**config.mk**
```make
export PLATFORM = sky130hd
export DESIGN_NAME = mmio_uart_fifo
export DESIGN_NICKNAME = d
export VERILOG_FILES = /design/src/rtl/mmio_uart_fifo.sv
export SDC_FILE = /design/constraint.sdc
export NUM_CORES = 1
export LEC_CHECK = 0
export CORE_MARGIN = 4
export CORE_UTILIZATION = 40
export CTS_BUF_LIST = sky130_fd_sc_hd__clkbuf_16
export CTS_CLUSTER_SIZE = 12
export DETAILED_ROUTE_END_ITERATION = 10
export PLACE_DENSITY = 0.68
export SETUP_SLACK_MARGIN = 0.02
export SLEW_MARGIN = 20
export SYNTH_ARGS = -nofsm -noshare
export SYNTH_HDL_FRONTEND = slang
export SYNTH_SLANG_ARGS = --single-unit
export TNS_END_PERCENT = 1
```
**constraint.sdc**
```tcl
create_clock -name clk -period 3.9 [get_ports clk]
set_clock_uncertainty 0.05 [all_clocks]
set_input_delay 0.78 -clock clk [delete_from_list [all_inputs] [get_ports clk]]
set_output_delay 0.78 -clock clk [all_outputs]
set_load 0.02 [all_outputs]
```
**src/rtl/mmio_uart_fifo.sv**
```systemverilog
`default_nettype none
// ============================================================================
//  Module      : mmio_uart_fifo
//  Description : Memory-mapped UART bridge with TX/RX FIFOs, a status/control
//                register set and sticky error flags. Sits between the core's
//                EX/MEM data port and the UART PHY. Read data is
//                combinational so the MEM/WB register can sample it in the
//                same cycle as the access.
//  Register map (byte offsets from BASE_ADDR, word aligned only):
//      +0 DATA   W: push TX byte   R: pop RX byte ({24'b0, head}, 0 if empty)
//      +4 STATUS R: [0] rx_valid [1] tx_full [2] tx_empty [3] rx_full
//                   [4] tx_drop  [5] rx_underflow [15:8] tx_count
//                   [23:16] rx_count
//      +8 CTRL   W: [0] clear error flags  [1] flush both FIFOs; reads 0
//      +C IE     R/W interrupt enables when MMIO_UART_IRQ_EN is defined,
//                otherwise reads 0 and ignores writes (irq tied 0)
//  Ports:
//      clk, rst            core clock, synchronous active-low reset
//      bus_*               MMIO data port (addr/rd/wr/wdata in, rdata/hit out)
//      uart_tx_*           byte + one-cycle push pulse to PHY, PHY busy in
//      uart_rx_*           PHY byte + valid in, one-cycle read ack out
//      irq                 registered level interrupt
//  Configuration macro : MMIO_UART_IRQ_EN
//  Revision    : 1.0  initial release
// ============================================================================
module mmio_uart_fifo #(
    parameter logic [31:0] BASE_ADDR = 32'h1000_0000,
    parameter int          TX_DEPTH  = 16,
    parameter int          RX_DEPTH  = 16
) (
    input  logic        clk,
    input  logic        rst,
    input  logic [31:0] bus_addr,
    input  logic        bus_rd,
    input  logic        bus_wr,
    input  logic [31:0] bus_wdata,
    output logic [31:0] bus_rdata,
    output logic        bus_hit,
    output logic [7:0]  uart_tx_data_out,
    output logic        uart_tx_we_out,
    input  logic        uart_tx_busy_in,
    input  logic [7:0]  uart_rx_data_in,
    input  logic        uart_rx_valid_in,
    output logic        uart_rx_re_out,
    output logic        irq
);

    localparam int c_TX_AW = $clog2(TX_DEPTH);
    localparam int c_TX_CW = c_TX_AW + 1;
    localparam int c_RX_AW = $clog2(RX_DEPTH);
    localparam int c_RX_CW = c_RX_AW + 1;

    localparam logic [c_TX_CW-1:0] c_TX_FULL = TX_DEPTH[c_TX_CW-1:0];
    localparam logic [c_RX_CW-1:0] c_RX_FULL = RX_DEPTH[c_RX_CW-1:0];

    localparam logic [1:0] c_REG_DATA   = 2'd0;
    localparam logic [1:0] c_REG_STATUS = 2'd1;
    localparam logic [1:0] c_REG_CTRL   = 2'd2;
    localparam logic [1:0] c_REG_IE     = 2'd3;

    typedef enum logic [1:0] {
        T_IDLE  = 2'd0,
        T_PULSE = 2'd1,
        T_GAP   = 2'd2
    } tx_state_t;

    typedef enum logic [1:0] {
        R_IDLE = 2'd0,
        R_ACK  = 2'd1,
        R_GAP  = 2'd2
    } rx_state_t;

    // ------------------------------------------------------------------
    // Address decode
    // ------------------------------------------------------------------
    logic [31:0] w_off;
    logic        w_hit;
    logic [1:0]  w_sel;
    logic        w_data_wr;
    logic        w_data_rd;
    logic        w_ctrl_wr;
    logic        w_flush;
    logic        w_clr;

    // Subtracting the base lets addresses below BASE_ADDR wrap to a large
    // offset, so a single upper-bits check covers both range limits.
    assign w_off     = bus_addr - BASE_ADDR;
    assign w_hit     = (w_off[31:4] == 28'd0) && (w_off[1:0] == 2'b00);
    assign w_sel     = w_off[3:2];
    assign bus_hit   = w_hit;

    assign w_data_wr = w_hit && bus_wr && (w_sel == c_REG_DATA);
    assign w_data_rd = w_hit && bus_rd && (w_sel == c_REG_DATA);
    assign w_ctrl_wr = w_hit && bus_wr && (w_sel == c_REG_CTRL);
    assign w_flush   = w_ctrl_wr && bus_wdata[1];
    assign w_clr     = w_ctrl_wr && bus_wdata[0];

    // Only the low byte of a store carries information for this block.
    logic w_unused_wdata;
    assign w_unused_wdata = &{1'b0, bus_wdata[31:8]};

    // ------------------------------------------------------------------
    // TX FIFO
    // ------------------------------------------------------------------
    logic [7:0]         r_tx_mem [TX_DEPTH];
    logic [c_TX_AW-1:0] r_tx_wptr;
    logic [c_TX_AW-1:0] r_tx_rptr;
    logic [c_TX_CW-1:0] r_tx_count;
    logic               w_tx_full;
    logic               w_tx_empty;
    logic               w_tx_push;
    logic               w_tx_pop;
    logic               w_tx_drop;

    tx_state_t r_tx_state;
    tx_state_t w_tx_state_nxt;
    logic      w_tx_start;
    logic [7:0] r_tx_data;

    assign w_tx_full  = (r_tx_count == c_TX_FULL);
    assign w_tx_empty = (r_tx_count == '0);
    // Fullness is judged on the registered count, so a store into a full
    // FIFO is dropped even when the drain pops in the same cycle.
    assign w_tx_push  = w_data_wr && !w_tx_full;
    assign w_tx_drop  = w_data_wr && w_tx_full;
    assign w_tx_pop   = (r_tx_state == T_PULSE) && !w_tx_empty;

    always_ff @(posedge clk) begin
        if (!rst || w_flush) begin
            r_tx_wptr  <= '0;
            r_tx_rptr  <= '0;
            r_tx_count <= '0;
        end else begin
            if (w_tx_push) r_tx_wptr <= r_tx_wptr + c_TX_AW'(1);
            if (w_tx_pop)  r_tx_rptr <= r_tx_rptr + c_TX_AW'(1);
            case ({w_tx_push, w_tx_pop})
                2'b10:   r_tx_count <= r_tx_count + c_TX_CW'(1);
                2'b01:   r_tx_count <= r_tx_count - c_TX_CW'(1);
                default: r_tx_count <= r_tx_count;
            endcase
        end
    end

    always_ff @(posedge clk) begin
        if (w_tx_push) r_tx_mem[r_tx_wptr] <= bus_wdata[7:0];
    end

    // ------------------------------------------------------------------
    // TX drain FSM
    // ------------------------------------------------------------------
    always_ff @(posedge clk) begin
        if (!rst) r_tx_state <= T_IDLE;
        else      r_tx_state <= w_tx_state_nxt;
    end

    always_comb begin
        w_tx_state_nxt = r_tx_state;
        w_tx_start     = 1'b0;
        uart_tx_we_out = 1'b0;
        case (r_tx_state)
            T_IDLE: begin
                // A flush in the same cycle would empty the FIFO under us.
                if (!w_tx_empty && !uart_tx_busy_in && !w_flush) begin
                    w_tx_state_nxt = T_PULSE;
                    w_tx_start     = 1'b1;
                end
            end
            T_PULSE: begin
                // Gated by rst so a reset cycle never emits a pulse.
                uart_tx_we_out = rst;
                w_tx_state_nxt = T_GAP;
            end
            T_GAP:   w_tx_state_nxt = T_IDLE;
            default: w_tx_state_nxt = T_IDLE;
        endcase
    end

    // Head byte is captured on entry to T_PULSE and held afterwards.
    always_ff @(posedge clk) begin
        if (!rst)            r_tx_data <= 8'd0;
        else if (w_tx_start) r_tx_data <= r_tx_mem[r_tx_rptr];
    end
    assign uart_tx_data_out = r_tx_data;

    // ------------------------------------------------------------------
    // RX FIFO
    // ------------------------------------------------------------------
    logic [7:0]         r_rx_mem [RX_DEPTH];
    logic [c_RX_AW-1:0] r_rx_wptr;
    logic [c_RX_AW-1:0] r_rx_rptr;
    logic [c_RX_CW-1:0] r_rx_count;
    logic               w_rx_full;
    logic               w_rx_empty;
    logic               w_rx_push;
    logic               w_rx_pop;
    logic               w_rx_uflow;

    rx_state_t r_rx_state;
    rx_state_t w_rx_state_nxt;

    assign w_rx_full  = (r_rx_count == c_RX_FULL);
    assign w_rx_empty = (r_rx_count == '0);
    assign w_rx_push  = (r_rx_state == R_ACK) && !w_rx_full;
    assign w_rx_pop   = w_data_rd && !w_rx_empty;
    assign w_rx_uflow = w_data_rd && w_rx_empty;

    always_ff @(posedge clk) begin
        if (!rst || w_flush) begin
            r_rx_wptr  <= '0;
            r_rx_rptr  <= '0;
            r_rx_count <= '0;
        end else begin
            if (w_rx_push) r_rx_wptr <= r_rx_wptr + c_RX_AW'(1);
            if (w_rx_pop)  r_rx_rptr <= r_rx_rptr + c_RX_AW'(1);
            case ({w_rx_push, w_rx_pop})
                2'b10:   r_rx_count <= r_rx_count + c_RX_CW'(1);
                2'b01:   r_rx_count <= r_rx_count - c_RX_CW'(1);
                default: r_rx_count <= r_rx_count;
            endcase
        end
    end

    always_ff @(posedge clk) begin
        if (w_rx_push) r_rx_mem[r_rx_wptr] <= uart_rx_data_in;
    end

    // ------------------------------------------------------------------
    // RX fill FSM
    // ------------------------------------------------------------------
    always_ff @(posedge clk) begin
        if (!rst) r_rx_state <= R_IDLE;
        else      r_rx_state <= w_rx_state_nxt;
    end

    always_comb begin
        w_rx_state_nxt = r_rx_state;
        uart_rx_re_out = 1'b0;
        case (r_rx_state)
            R_IDLE: begin
                // With RX full the byte simply waits in the PHY.
                if (uart_rx_valid_in && !w_rx_full) w_rx_state_nxt = R_ACK;
            end
            R_ACK: begin
                uart_rx_re_out = rst;
                w_rx_state_nxt = R_GAP;
            end
            R_GAP:   w_rx_state_nxt = R_IDLE;
            default: w_rx_state_nxt = R_IDLE;
        endcase
    end

    // ------------------------------------------------------------------
    // Sticky error flags
    // ------------------------------------------------------------------
    logic r_tx_drop;
    logic r_rx_uflow;

    // Clear and set come from different register offsets, so they never
    // coincide; clear is listed first only for readability.
    always_ff @(posedge clk) begin
        if (!rst) begin
            r_tx_drop  <= 1'b0;
            r_rx_uflow <= 1'b0;
        end else if (w_clr) begin
            r_tx_drop  <= 1'b0;
            r_rx_uflow <= 1'b0;
        end else begin
            if (w_tx_drop)  r_tx_drop  <= 1'b1;
            if (w_rx_uflow) r_rx_uflow <= 1'b1;
        end
    end

    // ------------------------------------------------------------------
    // Interrupt enable and irq
    // ------------------------------------------------------------------
`ifdef MMIO_UART_IRQ_EN
    logic [2:0] r_ie;
    logic       r_irq;
    logic       w_ie_wr;

    assign w_ie_wr = w_hit && bus_wr && (w_sel == c_REG_IE);

    always_ff @(posedge clk) begin
        if (!rst) begin
            r_ie  <= 3'd0;
            r_irq <= 1'b0;
        end else begin
            if (w_ie_wr) r_ie <= bus_wdata[2:0];
            r_irq <= |(r_ie & {r_tx_drop | r_rx_uflow, w_tx_empty, !w_rx_empty});
        end
    end
    assign irq = r_irq;
`else
    assign irq = 1'b0;
`endif

    // ------------------------------------------------------------------
    // Combinational read mux
    // ------------------------------------------------------------------
    logic [7:0] w_tx_count8;
    logic [7:0] w_rx_count8;

    assign w_tx_count8 = 8'(r_tx_count);
    assign w_rx_count8 = 8'(r_rx_count);

    always_comb begin
        bus_rdata = 32'd0;
        if (w_hit) begin
            case (w_sel)
                c_REG_DATA: begin
                    if (!w_rx_empty) bus_rdata = {24'd0, r_rx_mem[r_rx_rptr]};
                end
                c_REG_STATUS: begin
                    bus_rdata = {8'd0, w_rx_count8, w_tx_count8, 2'b00,
                                 r_rx_uflow, r_tx_drop, w_rx_full,
                                 w_tx_empty, w_tx_full, !w_rx_empty};
                end
                c_REG_CTRL: bus_rdata = 32'd0;
                c_REG_IE: begin
`ifdef MMIO_UART_IRQ_EN
                    bus_rdata = {29'd0, r_ie};
`else
                    bus_rdata = 32'd0;
`endif
                end
                default: bus_rdata = 32'd0;
            endcase
        end
    end

endmodule
`default_nettype wire

```
==> qor.txt <==
Nets@finish - 955
Post-synthesis mux area share - 0.149
Total track usage - 0.145
Yosys reg bits - 300
Vias in the first global route - 6,868
Clock Pin Slew Worst Setup and Hold Paths - 60 ps
Syn avg cell area - 17.1 sq um
Lkg Pwr - 4.96 nW
Final WS setup - 73.7 ps
XOR/XNOR Fraction of Synth Area - 0.0112
Worst-path maximum fanout - 4
Top delay family on crit path - buffers and inverters
Largest family of logic cells by synthesized area - multiplexers
GRT Residual Overflow - 0
Root Driver - clkbuf_16
Fin area - 14,900 sq um
Netlist cell types - 62
Initial antenna violation count - 0
CP peak stage delay - 410 ps
Top cells by instance count after synthesis - edfxtp_1, mux4_2, nor2_1, dfxtp_1
WP buf/inv - 3
Gate Count Post-Synth - 733
Post-Synth Simple-Gate Area - 0.0748
DP Wirelength - 16.9 mm
WL/cell - 19.1 um
Placed Area - 14,000 sq um
Final period util - 0.981
Sequential share of the synthesized area - 0.682
Adder-Cell Fraction of Synth Area - 0.0149
Final wirelength - 24.5 mm
Final count of hold timing violations - 0
Remaining DRCs - 0
Ys flop type - edfxtp_1
CP startpoint kind - primary input
Routability cong. - 0.785
CP Cell Sequence - clkdlybuf4s50_1 > nor4_1 > nand4_1 > buf_4 > or3_1 > a2111oi_2 > dlygate4sd1_1
Total clock sinks - 300
Starting DRT DRC Count - 435
Number of I/O port buffers - 82
Pwr per Cell Area - 430 nW/um^2
1st-pass router iterations - 5
Post-synthesis compound-gate area fraction - 0.0351
Via count - 6,637
Max Buffers Root-to-Sink - 3
Min-Delay Path Class - reg -> reg
Top cell type by total area after synthesis - edfxtp_1
Die span in y - 185 um
Worst Max-Slew Pin Slew - 847 ps
Pre-CTS WS - -265 ps
Postcts setup bufs - 0
CTS Buf Count - 31
WP data arrival - 3000 ps
Synth top area share - 0.612
Placed insts - 1,225
Critical Path RT - 3070 ps
Initial Util - 0.408
Final setup vio count - 0
Inserted Diodes - 0
Die ar. - 34,300 sq um
RSZ-0062 raised after global routing - yes
Worst VDD drop - 0.000378 V
Vias per cell - 5.19
Slew HR - 0.433
# rows - 64
TritonCTS clock tree - built
Final std cells w/o fill - 1,278
Max-slew violations - 0
Share of synthesized flip-flops with an asynchronous set or reset - 0
Cell area after synthesis - 12,600 sq um
Final min period - 3830 ps
Routed Antenna Nets - 0
Die W - 185 um
Setup CP Type - in -> out
Skew-Pair Late Insertion Delay - 540 ps
CTS Hold Bufs - 0
Synth area leaders - edfxtp_1, mux4_2, dfxtp_1
Layout area overhead - 18.9%
Post-synth EDFFs - 256
FMAX - 261 MHz
Proportion of layout cells with a drive suffix above 1 - 0.226
Crit end category - primary output
Largest net degree at the start of global routing - 31
First-pass GRT wire length - 39.0 mm
# IOs - 122
Core area - 30,700 sq um
Synthesis Warnings - 0
Max cap viols - 0
Run status - finished, final reports clean
Critical-path cell with the highest stage delay - clkdlybuf4s50_1
Most common cell in the synthesized netlist - edfxtp_1
CTS H-tree lvls - 1
-- timing repair --
action	CTS	global route
gates resized for setup	19	30
cloned	0	0
pin swaps	0	0
endpoints found under the setup margin	18	15
-- through the flow --
| stage | total power, W | hold WS (ps) | util | setup TNS, ps |
|---|---|---|---|---|
| after floorplan | 0.00364 | 339 | - | 0 |
| after detailed placement | 0.00374 | 368 | 0.457 | -2910 |
| after global placement | 0.00374 | 349 | 0.457 | -3080 |
| after global routing | 0.00663 | 390 | 0.485 | -42.8 |
| after CTS | 0.00648 | 373 | 0.487 | 0 |
| final | 0.00641 | 373 | 0.485 | 0 |
-- flip-flops by register name, summed over array words and instances, names as in the netlist, 2 cells and up, named ones only --
| name | flops |
|---|---|
| r_rx_mem | 128 |
| r_tx_mem | 128 |
| uart_tx_data_out | 8 |
| r_rx_count | 5 |
| r_tx_count | 5 |
| r_rx_rptr | 4 |
| r_rx_wptr | 4 |
| r_tx_rptr | 4 |
| r_tx_wptr | 4 |
| r_rx_state | 2 |
| r_tx_state | 2 |
-- layer usage --
layer  track usage  share of wire
met1         0.201           0.44
met2         0.243           0.49
met3        0.0247          0.049
met4        0.0305          0.017
met5             0              0
-- layout by cell type, fill, tap and decap left out, types with 10 or more instances in the layout --
master	synthesis	routed
clkbuf_2	0	10
buf_4	21	55
nand2b_1	10	10
inv_1	21	33
clkbuf_16	0	31
edfxtp_1	256	256
nor3_1	13	13
a21oi_1	13	13
mux4_2	74	74
clkdlybuf4s50_1	0	64
nand2_1	19	19
ha_1	15	15
dfxtp_1	44	42
and3_1	10	10
o2bb2ai_1	11	11
conb_1	1	15
mux2i_1	16	16
nor2_1	67	67
-- power by group --
part	switching, W	internal (W)
clock	0.00112	0.00162
sequential	0.00000611	0.00349
combinational	0.000104	0.0000753
total	0.00123	0.00518
-- cell type report --
| class | instances | area, sq um |
|---|---|---|
| Inverter | 21 | 78.8 |
| Clock buffer | 31 | 776 |
| Timing Repair Buffer | 137 | 1200 |
| Multi-Input combinational cell | 371 | 3640 |
| Clock inverter | 22 | 173 |
| Fill cell | 2584 | 15800 |
| Tap cell | 396 | 495 |
| Sequential cell | 300 | 8570 |
-- path summary, 6_finish.rpt --
check                start             to  slack [ps]  cells past startpoint
max reg2reg  r_tx_count[1]  r_tx_count[2]         800                      9
max           bus_addr[17]   bus_rdata[3]          70                      7
min          r_rx_state[1]  r_rx_state[0]         370                      1
min reg2reg  r_rx_state[1]  r_rx_state[0]         370                      1
-- kinds of logic (layout without fill, tap and decap cells) --
group,count (synthesis),in the layout
flip-flops,300,300
AO/OA/AOI/OAI,60,60
AND/OR/NAND/NOR,171,171
adder cells (fa/ha/maj),15,15
XOR/XNOR,16,16
buffers and inverters,76,211
multiplexers,94,94
other,1,15
Note: power is estimated with default switching activity, not from simulation.
